## src/rtl/fir_cond_pkg.sv

```systemverilog
// Shared constants and the round/saturate helper for the FIR output conditioner.
package fir_cond_pkg;

    localparam int unsigned FIR_OUT_W      = 29;
    localparam int unsigned FIR_LATENCY    = 7;
    localparam int unsigned FIR_GAIN_SHIFT = 17;
    localparam int unsigned SAMPLE_W       = 12;

    // Working width for the rounding arithmetic; wide enough for any sane FIR result.
    localparam int unsigned RS_W = 64;

    // Round-half-up by 2^shift, then clamp to a signed out_w-bit range.
    // The caller truncates the result to out_w bits; sat flags a clamp.
    function automatic logic signed [RS_W-1:0] round_sat(
        input  logic signed [RS_W-1:0] x,
        input  int unsigned            shift,
        input  int unsigned            out_w,
        output logic                   sat
    );
        logic signed [RS_W-1:0] half;
        logic signed [RS_W-1:0] r;
        logic signed [RS_W-1:0] hi;
        logic signed [RS_W-1:0] lo;
        half = 64'sd1 <<< (shift - 1);
        r    = (x + half) >>> shift;
        hi   = (64'sd1 <<< (out_w - 1)) - 64'sd1;
        lo   = -(64'sd1 <<< (out_w - 1));
        sat  = 1'b0;
        if (r > hi) begin
            r   = hi;
            sat = 1'b1;
        end else if (r < lo) begin
            r   = lo;
            sat = 1'b1;
        end
        return r;
    endfunction

endpackage

```

## src/rtl/fir_cond_fifo.sv

```systemverilog
// Small synchronous first-word-fall-through FIFO for conditioned samples.
module fir_cond_fifo #(
    parameter int unsigned DEPTH = 4,
    parameter int unsigned W     = 12
) (
    input  logic         clk,
    input  logic         rst,
    input  logic         wr_en,
    input  logic [W-1:0] wr_data,
    input  logic         rd_en,
    output logic [W-1:0] rd_data,
    output logic         empty,
    output logic         full
);

    localparam int unsigned AW = $clog2(DEPTH);

    logic [W-1:0]  mem [DEPTH];
    logic [AW-1:0] wr_ptr;
    logic [AW-1:0] rd_ptr;
    logic [AW:0]   count;
    logic [AW:0]   count_nxt;
    logic          do_wr;
    logic          do_rd;

    // A write while full only lands if the head is read in the same cycle.
    always_comb begin
        do_rd     = rd_en && !empty;
        do_wr     = wr_en && (!full || do_rd);
        count_nxt = count;
        if (do_wr && !do_rd) begin
            count_nxt = count + (AW+1)'(1);
        end else if (!do_wr && do_rd) begin
            count_nxt = count - (AW+1)'(1);
        end
    end

    // Pointers, occupancy and registered empty/full flags.
    always_ff @(posedge clk or posedge rst) begin
        if (rst) begin
            wr_ptr <= '0;
            rd_ptr <= '0;
            count  <= '0;
            empty  <= 1'b1;
            full   <= 1'b0;
        end else begin
            if (do_wr) wr_ptr <= wr_ptr + AW'(1);
            if (do_rd) rd_ptr <= rd_ptr + AW'(1);
            count <= count_nxt;
            empty <= (count_nxt == '0);
            full  <= (count_nxt == (AW+1)'(DEPTH));
        end
    end

    // Storage; cleared on reset so the head reads as zero while empty.
    always_ff @(posedge clk or posedge rst) begin
        if (rst) begin
            for (int i = 0; i < int'(DEPTH); i++) mem[i] <= '0;
        end else if (do_wr) begin
            mem[wr_ptr] <= wr_data;
        end
    end

    assign rd_data = mem[rd_ptr];

endmodule

```

## src/rtl/fir_out_conditioner.sv

```systemverilog
// Aligns, rounds, saturates, decimates and buffers the DA FIR output stream.
module fir_out_conditioner
    import fir_cond_pkg::*;
#(
    parameter int unsigned FIR_W      = FIR_OUT_W,
    parameter int unsigned FIR_LAT    = FIR_LATENCY,
    parameter int unsigned SHIFT      = FIR_GAIN_SHIFT,
    parameter int unsigned OUT_W      = SAMPLE_W,
    parameter int unsigned DECIM      = 1,
    parameter int unsigned FIFO_DEPTH = 4
) (
    input  logic             clk,
    input  logic             rst,
    input  logic             in_valid,
    input  logic [FIR_W-1:0] filter_out,
    output logic [OUT_W-1:0] out_data,
    output logic             out_valid,
    input  logic             out_ready,
    input  logic             stat_clr,
    output logic [15:0]      sat_cnt,
    output logic             overrun
);

    localparam int unsigned PH_W = (DECIM > 1) ? $clog2(DECIM) : 1;

    logic [FIR_LAT-1:0]     vld_sr;
    logic                   aligned_v;
    logic                   keep;
    logic [PH_W-1:0]        phase;
    logic signed [RS_W-1:0] fo_ext;
    logic [OUT_W-1:0]       rs_data;
    logic                   rs_sat;
    logic [OUT_W-1:0]       cond_data;
    logic                   cond_v;
    logic                   fifo_empty;
    logic                   fifo_full;
    logic                   rd_fire;
    logic                   sat_ev;
    logic                   ov_ev;

    assign aligned_v = vld_sr[FIR_LAT-1];
    assign keep      = aligned_v && (phase == '0);
    assign rd_fire   = !fifo_empty && out_ready;
    assign sat_ev    = keep && rs_sat;
    assign ov_ev     = cond_v && fifo_full && !rd_fire;
    assign out_valid = !fifo_empty;

    // Delay in_valid by the FIR latency so it lines up with filter_out.
    always_ff @(posedge clk or posedge rst) begin
        if (rst) vld_sr <= '0;
        else     vld_sr <= {vld_sr[FIR_LAT-2:0], in_valid};
    end

    // Decimation phase advances on every aligned sample.
    always_ff @(posedge clk or posedge rst) begin
        if (rst) begin
            phase <= '0;
        end else if (aligned_v) begin
            if (phase == PH_W'(DECIM - 1)) phase <= '0;
            else                           phase <= phase + PH_W'(1);
        end
    end

    // Sign-extend, round and clamp the FIR result to sample width.
    always_comb begin
        rs_sat  = 1'b0;
        fo_ext  = RS_W'($signed(filter_out));
        rs_data = OUT_W'(round_sat(fo_ext, SHIFT, OUT_W, rs_sat));
    end

    // Stage register between the arithmetic and the FIFO.
    always_ff @(posedge clk or posedge rst) begin
        if (rst) begin
            cond_v    <= 1'b0;
            cond_data <= '0;
        end else begin
            cond_v <= keep;
            if (keep) cond_data <= rs_data;
        end
    end

    // Saturation counter; a clear takes effect before a same-cycle event.
    always_ff @(posedge clk or posedge rst) begin
        if (rst) begin
            sat_cnt <= '0;
        end else if (stat_clr) begin
            sat_cnt <= sat_ev ? 16'd1 : 16'd0;
        end else if (sat_ev && (sat_cnt != 16'hFFFF)) begin
            sat_cnt <= sat_cnt + 16'd1;
        end
    end

    // Sticky overrun flag; a clear takes effect before a same-cycle drop.
    always_ff @(posedge clk or posedge rst) begin
        if (rst)           overrun <= 1'b0;
        else if (stat_clr) overrun <= ov_ev;
        else if (ov_ev)    overrun <= 1'b1;
    end

    fir_cond_fifo #(
        .DEPTH (FIFO_DEPTH),
        .W     (OUT_W)
    ) u_fifo (
        .clk     (clk),
        .rst     (rst),
        .wr_en   (cond_v),
        .wr_data (cond_data),
        .rd_en   (out_ready),
        .rd_data (out_data),
        .empty   (fifo_empty),
        .full    (fifo_full)
    );

endmodule

```

## config.mk

```make
export PLATFORM = sky130hd
export DESIGN_NAME = fir_out_conditioner
export DESIGN_NICKNAME = d
export VERILOG_FILES = /design/src/rtl/fir_cond_pkg.sv /design/src/rtl/fir_cond_fifo.sv /design/src/rtl/fir_out_conditioner.sv
export SDC_FILE = /design/constraint.sdc
export NUM_CORES = 1
export LEC_CHECK = 0
export BUFFER_PORTS_ARGS = -buffer_cell sky130_fd_sc_hd__buf_2
export CORE_MARGIN = 2
export CORE_UTILIZATION = 61
export CTS_BUF_LIST = sky130_fd_sc_hd__clkbuf_16
export CTS_CLUSTER_SIZE = 30
export DETAILED_ROUTE_END_ITERATION = 8
export HOLD_SLACK_MARGIN = 0.03
export PLACE_DENSITY = 0.84
export SLEW_MARGIN = 30
export SYNTH_ARGS = -nofsm -noshare
export SYNTH_HDL_FRONTEND = slang
export SYNTH_HIERARCHICAL = 1
export SYNTH_SLANG_ARGS = --single-unit
```

## constraint.sdc

```tcl
create_clock -name clk -period 5.8 [get_ports clk]
set_input_delay 1.45 -clock clk [delete_from_list [all_inputs] [get_ports clk]]
set_output_delay 1.45 -clock clk [all_outputs]
set_load 0.01 [all_outputs]
```

### Word level (Yosys, flattened, before mapping)

Cells that the tools add are included.

| word-level totals | value |
|---|---|
| output and inout port bits | 30 |
| bits in registers | 95 |
| ROM bits | 0 |
| memory bits (writable) | 0 |
| latch bits | 0 |
| input port bits | 34 |
| logic and storage cells | 68 |
| memories | 0 |

| cells by class | value |
|---|---|
| reductions and logical operators | 18 |
| div/mod/pow operators | 0 |
| $lt $le $gt $ge | 5 |
| multiplexer cells | 18 |
| shift-type cells | 0 |
| bitwise operators | 3 |
| multiply operators | 0 |
| $add $sub $neg | 7 |
| eq/ne operators | 2 |

Operators with widths:

| cell | count |
|---|---|
| $mux 12 | 5 |
| $bwmux 48 | 1 |
| $mux 16 | 2 |
| $add 29x18->30 const B | 1 |
| $bmux 12 s2 | 1 |
| $demux 12 s2 | 1 |
| $add 16x1->16 const B | 1 |
| $ne 16x16->1 const B | 1 |
| $gt 13x12->1 const B | 1 |
| $lt 13x12->1 const B | 1 |
| $logic_and 1x1->1 | 10 |
| $ge 3x3->1 const B | 2 |
| $mux 1 | 6 |
| $mux 3 | 2 |
| $not 2->3 | 2 |
| $add 2x1->2 const B | 2 |
| $logic_not 1->1 | 4 |
| $reduce_bool 2->1 | 2 |
| $add 3x1->3 const B | 1 |
| $eq 3x3->1 const B | 1 |
| $logic_not 3->1 | 1 |
| $lt 3x1->1 const B | 1 |
| $sub 3x1->3 const B | 1 |
| $add 1x1->1 const B | 1 |
| 2 further kinds | 2 |

### Longest topological paths before layout

Gate-level depths: netlist (run 1).

| depth | value |
|---|---|
| depth after elaboration | 9 |
| mapped depth | 8 |
| depth with buffers taken out | 6 |

### Modules after synthesis

The synthesis (run 1) kept the hierarchy.

Modules (own cells, without submodules):

| module | sequential area each (um^2) | times used | area each (um^2) | cells an instance |
|---|---|---|---|---|
| fir_cond_fifo | 1427.6 | 1 | 2611.3 | 163 |
| fir_out_conditioner | 925.9 | 1 | 1898.1 | 188 |

### Least setup slack after synthesis (run 1)

Ideal clock, no wire load.

| path | value |
|---|---|
| kind | input port to flip-flop |
| from | input port filter_out[16] |
| to | register sat_cnt[11] |
| stages | 7 |
| path buffers | 1 |
| arrival | 3001 ps |
| library setup time | 78 ps |
| required time | 5722 ps |
| setup slack | 2721 ps |
| cells stage by stage | ha_1 -> nand2b_1 -> mux2i_2 -> nand2_2 -> buf_6 -> or4_1 -> a21oi_1 |

| on the way | value |
|---|---|
| word-level cells in the longest chain between the ends | 7 |
| elaborated cells on any way between the ends | 8 |
| those cells by class | add/sub: 1; order compare: 2; mux: 2; reduce/logical: 3 |

RTL lines:

| item | RTL line | source |
|---|---|---|
| start, declared | fir_out_conditioner.sv:15 | `input logic [FIR_W-1:0] filter_out,` |
| $add 29x18->30 * | fir_cond_pkg.sv:25 | `r = (x + half) >>> shift;` |
| $lt 13x12->1 | fir_cond_pkg.sv:32 | `end else if (r < lo) begin` |
| $mux 1 | fir_cond_pkg.sv:32 |  |
| $mux 1 * | fir_cond_pkg.sv:29 | `if (r > hi) begin` |
| $logic_and 1x1->1 * | fir_out_conditioner.sv:44 | `assign sat_ev = keep && rs_sat;` |
| $logic_and 1x1->1 * | fir_out_conditioner.sv:88 | `end else if (sat_ev && (sat_cnt != 16'hFFFF)) begin` |
| $reduce_bool 2->1 (no source line) * | - |  |
| end signal, assigned | fir_out_conditioner.sv:87 | `sat_cnt <= sat_ev ? 16'd1 : 16'd0;` |
| end signal, assigned | fir_out_conditioner.sv:89 | `sat_cnt <= sat_cnt + 16'd1;` |
| end, declared | fir_out_conditioner.sv:20 | `output logic [15:0] sat_cnt,` |

Mark *: on every way between the ends. The rest lies on a longest branch, timed or not.
A chain may end at the register's enable or synchronous reset.

### Final worst setup path (run 1)

| path | value |
|---|---|
| from | register u_fifo.rd_ptr[1] |
| to | output port out_data[7] |

| on the way | value |
|---|---|
| word-level cells in the longest chain between the ends | 4 |

RTL lines:

| item | RTL line | source |
|---|---|---|
| start, declared | fir_cond_fifo.sv:20 | `logic [AW-1:0] rd_ptr;` |
| start signal, assigned | fir_cond_fifo.sv:48 | `if (do_rd) rd_ptr <= rd_ptr + AW'(1);` |
| $not 2->3 (not written as such) | fir_cond_fifo.sv:64 | `assign rd_data = mem[rd_ptr];` |
| $bmux 12 s2 | fir_cond_fifo.sv:64 |  |
| $mux 12 (not written as such) (2 in a row) | fir_cond_fifo.sv:64 |  |
| end, declared | fir_out_conditioner.sv:16 | `output logic [OUT_W-1:0] out_data,` |

Every way passes these cells. The select of a mux whose other input is x is not followed.

==> impl_metrics.toml, run 1 <==
[layout]
antenna_cells = 0
syn2layout_area_growth_pct = 12.29
num-fill-cells = 516
ff_latch_area_mm2 = 0.002354
drive_gt1_frac = 0.3625
final_area_mm2 = 0.005064
multi_input_area_mm2 = 0.001967
num-nets-final = 437

[cts]
cts_max_level = 3
cts_tree = "built"
cts_resized = 0
postCtsSetupBuffers = 0
clock_tree.root_cell = "clkbuf_16"
numCtsBuffers = 9
ctsHoldBuffers = 0
clockBufferDepth = 2
clk_transition_reported_paths_ns = 0.07
clock_latency_ns = 0.35
cts_sinks = 94

[critical_path]
critical_path.endpoint_type = "primary output"
ff2ff_path_depth = 6
startpoint_type = "flip-flop"
critPathBufInv = 1
critPathMaxFanout = 13
rrSetupSlack_ns = 3.49
worstReg2RegEnd = "sat_cnt[15]"
path_delay_family = "flip-flops"
cp_slowest_stage_delay_ns = 0.83
r2r_start = "sat_cnt[0]"
cp_slowest_cell = "dfrtp_1"
critical_path_class = "flip-flop to primary output"
required_ns = 4.35
cp.arrival_ns = 1.95
critical_path.cell_chain = "mux4_2 -> buf_2"

[power]
p_leak_nw = 2.194
ir_drop_mv = 0.2322
p_per_area_mw_per_mm2 = 459.3
finalPower_mw = 2.326

[die]
pin_count = 64
core-area_mm2 = 0.007214
die_h_um = 89.98
die_w_um = 89.98
initial_core_util = 0.6250
num_rows = 31
dieArea_mm2 = 0.008096

[yosys]
synthesis.area_mm2 = 0.004509
ys_ff_latch = 94
netlist.top_cell.by_area = "dfrtp_1"
synth_area_per_cell_um2 = 12.85
synth_nets = 393
synthArstFlopShare = 1.000
seq_area_frac_synth = 0.5219
synth_cell_types = 54
synth-xor-area-share = 0.03690
synth_most_common_cell = "dfrtp_1"
synthTopCellsByArea = "dfrtp_1 (52%), mux2_2 (12%), mux4_2 (6.0%), xnor2_1 (2.3%), ha_1 (2.2%)"
synth_mux_area_frac = 0.1873
synth_fa_ha_area_frac = 0.02220
synth_common_cells = "dfrtp_1 (93), mux2_2 (48), nor2_1 (19)"
synth-simple-area-share = 0.1213
synth_top_area_frac = 0.5161
synth_top_family_by_area = "multiplexers"
synthCells = 351
synth-compound-area-share = 0.06853
yosysWarningCount = 6
synth_ff_type = "dfrtp_1"
synth_edf_count = 0

[detailed_routing]
vias = 2925
wl_per_cell_um = 17.04
firstDrtPassIters = 4
routed_wl_mm = 8.504
drt.antenna.violating_nets = 0
vias_per_cell = 5.862
drt_iter0_markers = 144
remaining_drc_errors = 0

[timing]
min_period_ns = 3.400
final_max_slew_viol_count = 0
hold_viol_final = 0
min_period_over_period = 0.5862
rsz0062_at_grt = "false"
fmax_mhz = 294.1
slew_headroom = 0.4953
fin_skew_ns = 0.01024
tightest_slew_ns = 0.7570
finalSetupTns_ns = 0
fin_ws_ns = 2.400
setup_viol = 0

[run]
cap_violations = 0

[global_routing]
grt_antenna_before_repair = 0
track_usage = 0.2230
grt_pass1_wl_mm = 14.35
grt_pass1_vias = 3009
overflow = 0
grt_max_degree = 58

[place]
place.gp.congestion = 0.8636
portBuffers = 47
preCtsSetupSlack_ns = 2.312
placed_area_mm2 = 0.004758
dpl.hpwl_mm = 5.726

[worst_hold_path]
hold_path_depth = 0
hold_path_startpoint = "vld_sr[4]"
min_to = "vld_sr[5]"
min_path_type = "flip-flop to flip-flop"

[status]
status = "finished clean"
stage by stage:
stage	util	hold WS, ns	cells
after global placement	0.6596	0.3323	483
after CTS	0.7019	0.3526	499
after floorplan	-	0.3312	351
after detailed placement	0.6596	0.3365	483
after global routing	0.7019	0.3675	499
final	0.7019	0.3550	499
kinds of logic after synthesis:
kind of cell / count (synthesis)
AO/OA/AOI/OAI: 44
XOR/XNOR: 19
adder cells (fa/ha/maj): 8
buffers and inverters: 33
flip-flops: 94
multiplexers: 63
AND/OR/NAND/NOR: 90
worst register-to-register path: cells and delay by family, from the launching register on:
kind / cells / cell delay [ns]
AOI/OAI and AO/OA: 1 / 0.15
adders and majority gates: 1 / 0.26
DFF: 1 / 0.43
and+or+nand+nor: 4 / 1.40
worst max path at each step:
| stage | start | slack, ns | cells past startpoint | to |
|---|---|---|---|---|
| finish | u_fifo/rd_ptr[1] | 2.40 | 2 | out_data[7] |
| detailed placement | filter_out[16] | 2.31 | 7 | sat_cnt[7] |
| CTS | u_fifo/rd_ptr[1] | 2.36 | 2 | out_data[5] |
| global placement | filter_out[16] | 2.39 | 7 | sat_cnt[7] |
| global route | u_fifo/rd_ptr[1] | 2.28 | 2 | out_data[5] |
| floorplan | filter_out[16] | 2.72 | 7 | sat_cnt[11] |
sequential cells by signal (all words and copies together), names as in the netlist:
name	flops
u_fifo/wr_ptr	2
sat_cnt	16
u_fifo/mem	48
u_fifo/empty	1
u_fifo/rd_ptr	2
cond_data	12
cond_v	1
u_fifo/count	3
u_fifo/full	1
vld_sr	7
overrun	1
report_power, final:
group	internal [mW]	switching, mW
Combinational	0.425	0.283
Sequential	0.870	0.165
Clock	0.305	0.277
area by class of cell:
class	count	share of cell area
Multi-Input combinational cell	224	0.3884
Timing Repair Buffer	49	0.04942
Clock inverter	7	0.01581
Sequential cell	94	0.4648
Inverter	17	0.01260
Clock buffer	9	0.04448
Tap cell	99	0.02446
layout by cell type (no fill, tap or decap), types with 4 or more instances in the layout:
master,netlist,layout
dfrtp_1,93,93
mux2_2,48,48
buf_2,3,47
nor2_1,19,19
inv_1,17,16
a21oi_1,14,14
xnor2_1,12,12
mux4_2,12,12
nand4_1,11,11
nand2_1,9,9
nand3_1,9,9
or4_1,9,9
clkbuf_16,0,9
ha_1,8,8
o31ai_1,7,7
xor2_1,7,7
nor3_1,6,6
nand2_2,5,5
o22a_1,5,5
nor2b_1,4,4
o21ai_0,4,4
per-layer routing:
layer	vias up	routed length [µm]	track usage
met4	0	78	0.07308
met5	-	0	0
li1	1368	-	-
met1	1469	3774	0.3011
met3	5	377	0.04443
met2	83	4274	0.3693
No activity file was read; power rests on OpenSTA's default activity.
==> run 2: changes to the inputs <==
--- a/config.mk
+++ b/config.mk
@@ -7,12 +7,12 @@
 export LEC_CHECK = 0
 export BUFFER_PORTS_ARGS = -buffer_cell sky130_fd_sc_hd__buf_2
 export CORE_MARGIN = 2
-export CORE_UTILIZATION = 61
+export CORE_UTILIZATION = 57
 export CTS_BUF_LIST = sky130_fd_sc_hd__clkbuf_16
 export CTS_CLUSTER_SIZE = 30
 export DETAILED_ROUTE_END_ITERATION = 8
 export HOLD_SLACK_MARGIN = 0.03
-export PLACE_DENSITY = 0.84
+export PLACE_DENSITY = 0.79
 export SLEW_MARGIN = 30
 export SYNTH_ARGS = -nofsm -noshare
 export SYNTH_HDL_FRONTEND = slang
==> constraint.sdc (replaced) <==
create_clock -name clk -period 3.5 [get_ports clk]
set_input_delay 0.875 -clock clk [delete_from_list [all_inputs] [get_ports clk]]
set_output_delay 0.875 -clock clk [all_outputs]
set_load 0.01 [all_outputs]
==> run 2 against run 1 <==
Register-to-register slack got worse by 2.3 ns. First-iteration DRC count is 40% lower. Sequential share of layout area down 0.32 points. Critical path depth grew 1. Die area increased by 6.7%. Count of clock-buffer cells in the layout is the same. Via count fell by 1.5%. Clock power rose by 82%. Clock skew rose by 0.0018 ns. Largest cell class unchanged.
==> impl_metrics.toml, run 2 (synthesis gave the netlist of run 1 again) <==
[cts]
clk_transition_reported_paths_ns = 0.07
cts_tree = "built"
clock_latency_ns = 0.34
cts_sinks = 94
cts_max_level = 3
cts_resized = 0
postCtsSetupBuffers = 0
numCtsBuffers = 9
ctsHoldBuffers = 0
clockBufferDepth = 2
clock_tree.root_cell = "clkbuf_16"

[timing]
min_period_over_period = 0.8028
min_period_ns = 2.810
fin_skew_ns = 0.01208
hold_viol_final = 0
rsz0062_at_grt = "false"
finalSetupTns_ns = 0
slew_headroom = 0.5135
fmax_mhz = 355.9
final_max_slew_viol_count = 0
setup_viol = 0
tightest_slew_ns = 0.7298

[layout]
ff_latch_area_mm2 = 0.002354
multi_input_area_mm2 = 0.001967
final_common_cell = "dfrtp_1"
finish.utilization = 0.6632
num-fill-cells = 555
num-nets-final = 438
antenna_cells = 0
most-common-layout-cells = "dfrtp_1 (93), mux2_2 (48), buf_2 (47)"
top_register = "u_fifo/mem"
drive_gt1_frac = 0.3616
syn2layout_area_growth_pct = 13.07
largest_reg_flops = 48
reg_top3 = "u_fifo/mem (48), sat_cnt (16), cond_data (12)"

[power]
p_comb_frac = 0.300
p_per_area_mw_per_mm2 = 773.3
pwr-share-seq = 0.431
p_int_mw = 2.787
power_switching_share = 0.2931
clockPowerShare = 0.269
finalPower_mw = 3.943
p_leak_nw = 2.215
power_switching_mw = 1.155
ir_drop_mv = 0.3333

[global_routing]
grt_max_degree = 41
track_usage = 0.2097
grt_antenna_before_repair = 0
grt_pass1_wl_mm = 14.09
grt_pass1_vias = 2902
overflow = 0

[critical_path]
critPathMaxFanout = 9
cp.arrival_ns = 1.93
critical_path_class = "flip-flop to primary output"
required_ns = 2.62
critical_path.endpoint_type = "primary output"
startpoint_type = "flip-flop"

[worst_hold_path]
min_path_type = "flip-flop to flip-flop"

[detailed_routing]
firstDrtPassIters = 4
drt.antenna.violating_nets = 0
vias_per_cell = 5.728
vias = 2881
drt_iter0_markers = 87
routed_wl_mm = 8.196
wl_per_cell_um = 16.29
remaining_drc_errors = 0

[status]
status = "finished clean"

[die]
core-area_mm2 = 0.007687
pin_count = 64
num_rows = 32
initial_core_util = 0.5866
die_w_um = 92.95
dieArea_mm2 = 0.008639
die_h_um = 92.95

[place]
dpl.hpwl_mm = 5.694
portBuffers = 47
place.gp.congestion = 0.8330

[run]
cap_violations = 0
run 2: cell types whose count changed in the layout (fill, tap and decap cells not counted), sizes merged:
cell	before	now
buf	49	50
bufinv	0	2
clkinv	4	2
clkinvlp	1	0
inv	19	20
run 2: power groups by stage:
stage	clock network [mW]	registers (mW)	logic (mW)
after floorplan	0	1.59	0.993
after global placement	0	1.69	1.15
after detailed placement	0	1.72	1.20
after CTS	1.08	1.70	1.20
after global routing	1.12	1.75	1.30
final	1.06	1.70	1.18
run 2: critical path, cell delays in order (launching register included):
cell and delay [ns]:
dfrtp_1 0.67, buf_4 0.27, mux4_2 0.50, buf_2 0.15
run 2: per-stage QoR:
step | worst slack (ns) | cell area, µm² | hold slack [ns] | instances
after floorplan | 0.9962 | 4509 | 0.3312 | 351
after global placement | 0.6440 | 4770 | 0.3366 | 487
after detailed placement | 0.5850 | 4770 | 0.3410 | 487
after CTS | 0.6654 | 5099 | 0.3561 | 503
after global routing | 0.5962 | 5099 | 0.3609 | 503
final | 0.6902 | 5099 | 0.3562 | 503
run 2: path summary, 6_finish.rpt:
path	start	end	slack [ns]	depth (start not counted)
max in group asynchronous	rst	u_fifo/mem[18]	2.17	3
setup / recovery	u_fifo/rd_ptr[1]	out_data[4]	0.69	3
setup reg to reg	sat_cnt[0]	sat_cnt[15]	1.18	6
hold reg to reg	vld_sr[3]	vld_sr[4]	0.36	0
min in group asynchronous	rst	overrun	0.38	2
hold / removal	vld_sr[3]	vld_sr[4]	0.36	0
run 2: cell type report:
cell class                      count  share of cell area
Sequential cell                    94              0.4616
Multi-Input combinational cell    224              0.3858
Timing Repair Buffer               50             0.05055
Clock buffer                        9             0.04417
Tap cell                          102             0.02503
Clock inverter                      7             0.02037
Inverter                           17             0.01252
run 2: routing by layer:
metal	GRT usage	up-vias	share of wire
met3	0.03987	7	0.031
met4	0.05270	0	0.010
li1	-	1371	-
met2	0.3333	50	0.49
met5	0	-	0
met1	0.3010	1453	0.46
==> run 3: changes to the inputs <==
--- a/config.mk
+++ b/config.mk
@@ -7,12 +7,12 @@
 export LEC_CHECK = 0
 export BUFFER_PORTS_ARGS = -buffer_cell sky130_fd_sc_hd__buf_2
 export CORE_MARGIN = 2
-export CORE_UTILIZATION = 57
+export CORE_UTILIZATION = 52
 export CTS_BUF_LIST = sky130_fd_sc_hd__clkbuf_16
 export CTS_CLUSTER_SIZE = 30
 export DETAILED_ROUTE_END_ITERATION = 8
 export HOLD_SLACK_MARGIN = 0.03
-export PLACE_DENSITY = 0.79
+export PLACE_DENSITY = 0.76
 export SLEW_MARGIN = 30
 export SYNTH_ARGS = -nofsm -noshare
 export SYNTH_HDL_FRONTEND = slang
==> constraint.sdc (replaced) <==
create_clock -name clk -period 2.5 [get_ports clk]
set_input_delay 0.625 -clock clk [delete_from_list [all_inputs] [get_ports clk]]
set_output_delay 0.625 -clock clk [all_outputs]
set_load 0.01 [all_outputs]
==> run 3 against run 2 <==
Total power is 38% higher. Critical endpoint is now out_data[7]. Wire length is 6.8% higher. Count of clock-buffer cells in the layout is the same. Die area is 9.2% higher. Register-to-register slack got worse by 0.90 ns. Largest power group unchanged.
==> impl_metrics.toml, run 3 (synthesis gave the netlist of run 1 again) <==
[status]
status = "finished clean"

[timing]
fin_skew_ns = 0.008491
fmax_mhz = 429.2
final_max_slew_viol_count = 0
setup_viol = 0
fin_ws_ns = 0.1700
holdWs_ns = 0.3334
rsz0062_at_grt = "false"
hold_viol_final = 0
min_period_over_period = 0.9320
tightest_slew_ns = 0.5227
min_period_ns = 2.330
finalSetupTns_ns = 0
slew_headroom = 0.6511

[power]
p_leak_nw = 2.244
finalPower_mw = 5.446
p_int_mw = 3.821
power_switching_mw = 1.624
p_per_area_mw_per_mm2 = 1058
clockPowerShare = 0.248
power_switching_share = 0.2983
ir_drop_mv = 0.4593
pwr-share-seq = 0.429
p_comb_frac = 0.323

[global_routing]
overflow = 0
grt_max_degree = 38
track_usage = 0.1920
grt_pass1_wl_mm = 14.61
grt_pass1_vias = 2933
grt_antenna_before_repair = 0

[cts]
clock_latency_ns = 0.33
cts_resized = 0
ctsHoldBuffers = 0
clk_transition_reported_paths_ns = 0.07
postCtsSetupBuffers = 0
cts_max_level = 3
numCtsBuffers = 9
clock_tree.root_cell = "clkbuf_16"
clockBufferDepth = 2
cts_tree = "built"
cts_sinks = 94

[worst_hold_path]
min_path_type = "input port to async pin"

[place]
dpl.hpwl_mm = 6.028
portBuffers = 47
place.gp.congestion = 0.8790
preCtsSetupSlack_ns = 0.02583
placed_area_mm2 = 0.004846

[die]
dieArea_mm2 = 0.009432
die_w_um = 97.12
num_rows = 33
core-area_mm2 = 0.008299
pin_count = 64
initial_core_util = 0.5433
die_h_um = 97.12

[run]
cap_violations = 0

[layout]
largest_reg_flops = 48
syn2layout_area_growth_pct = 14.12
antenna_cells = 0
num-nets-final = 446
most-common-layout-cells = "dfrtp_1 (93), mux2_2 (48), buf_2 (47)"
top_register = "u_fifo/mem"
reg_top3 = "u_fifo/mem (48), sat_cnt (16), cond_data (12)"
final_area_mm2 = 0.005146
final_common_cell = "dfrtp_1"
num-fill-cells = 636
drive_gt1_frac = 0.3741

[detailed_routing]
remaining_drc_errors = 0
vias = 2966
vias_per_cell = 5.770
routed_wl_mm = 8.757
firstDrtPassIters = 4
drt_iter0_markers = 73
wl_per_cell_um = 17.04
drt.antenna.violating_nets = 0

[critical_path]
critPathMaxFanout = 9
required_ns = 1.88
critical_path_class = "flip-flop to primary output"
crit_start = "u_fifo/rd_ptr[0]"
r2r_start = "sat_cnt[0]"
critical_path.endpoint_type = "primary output"
startpoint_type = "flip-flop"
cp.arrival_ns = 1.71
[run 3: worst max-delay path: stages (launching register included)]
cell and delay, ns:
dfrtp_1 0.64, buf_4 0.26, mux4_2 0.32, buf_2 0.16
[run 3: cell type report]
class / count / area, µm² / area share
clock buffer: 9 / 225.2 / 0.04376
clock inverter: 7 / 75.07 / 0.01459
inverter: 17 / 63.81 / 0.01240
multi-input combinational: 224 / 1967 / 0.3822
sequential: 94 / 2354 / 0.4573
tap: 105 / 131.4 / 0.02553
timing repair buffer: 58 / 330.3 / 0.06419
[run 3: worst paths after layout]
check                             endpoint  slack, ns  cells after the start
max                            out_data[7]       0.17                      3
min                        u_fifo/count[2]       0.33                      2
max reg2reg                    sat_cnt[13]       0.28                      6
min reg2reg                      vld_sr[4]       0.35                      0
max in group asynchronous   u_fifo/mem[44]       1.60                      3
min in group clk                 vld_sr[4]       0.35                      0
[run 3: stage by stage]
step / util / std cells
detailed placement: 0.5839 / 498
finish: 0.6201 / 514
floorplan: - / 351
CTS: 0.6201 / 514
global placement: 0.5839 / 498
global route: 0.6201 / 514
[run 3: power by group through the flow]
stage,registers (mW),clock network (mW),logic [mW]
2_1_floorplan,2.23,0,1.39
3_3_place_gp,2.31,0,1.71
3_5_place_dp,2.35,0,1.77
4_1_cts,2.33,1.39,1.78
5_1_grt,2.39,1.46,1.91
6_report,2.33,1.35,1.76
[run 3: metal layers]
layer  GRT usage  wire (µm)
met1      0.2688       4007
met3     0.02806        323
met5           0          0
met4     0.06067         49
met2      0.3130       4376
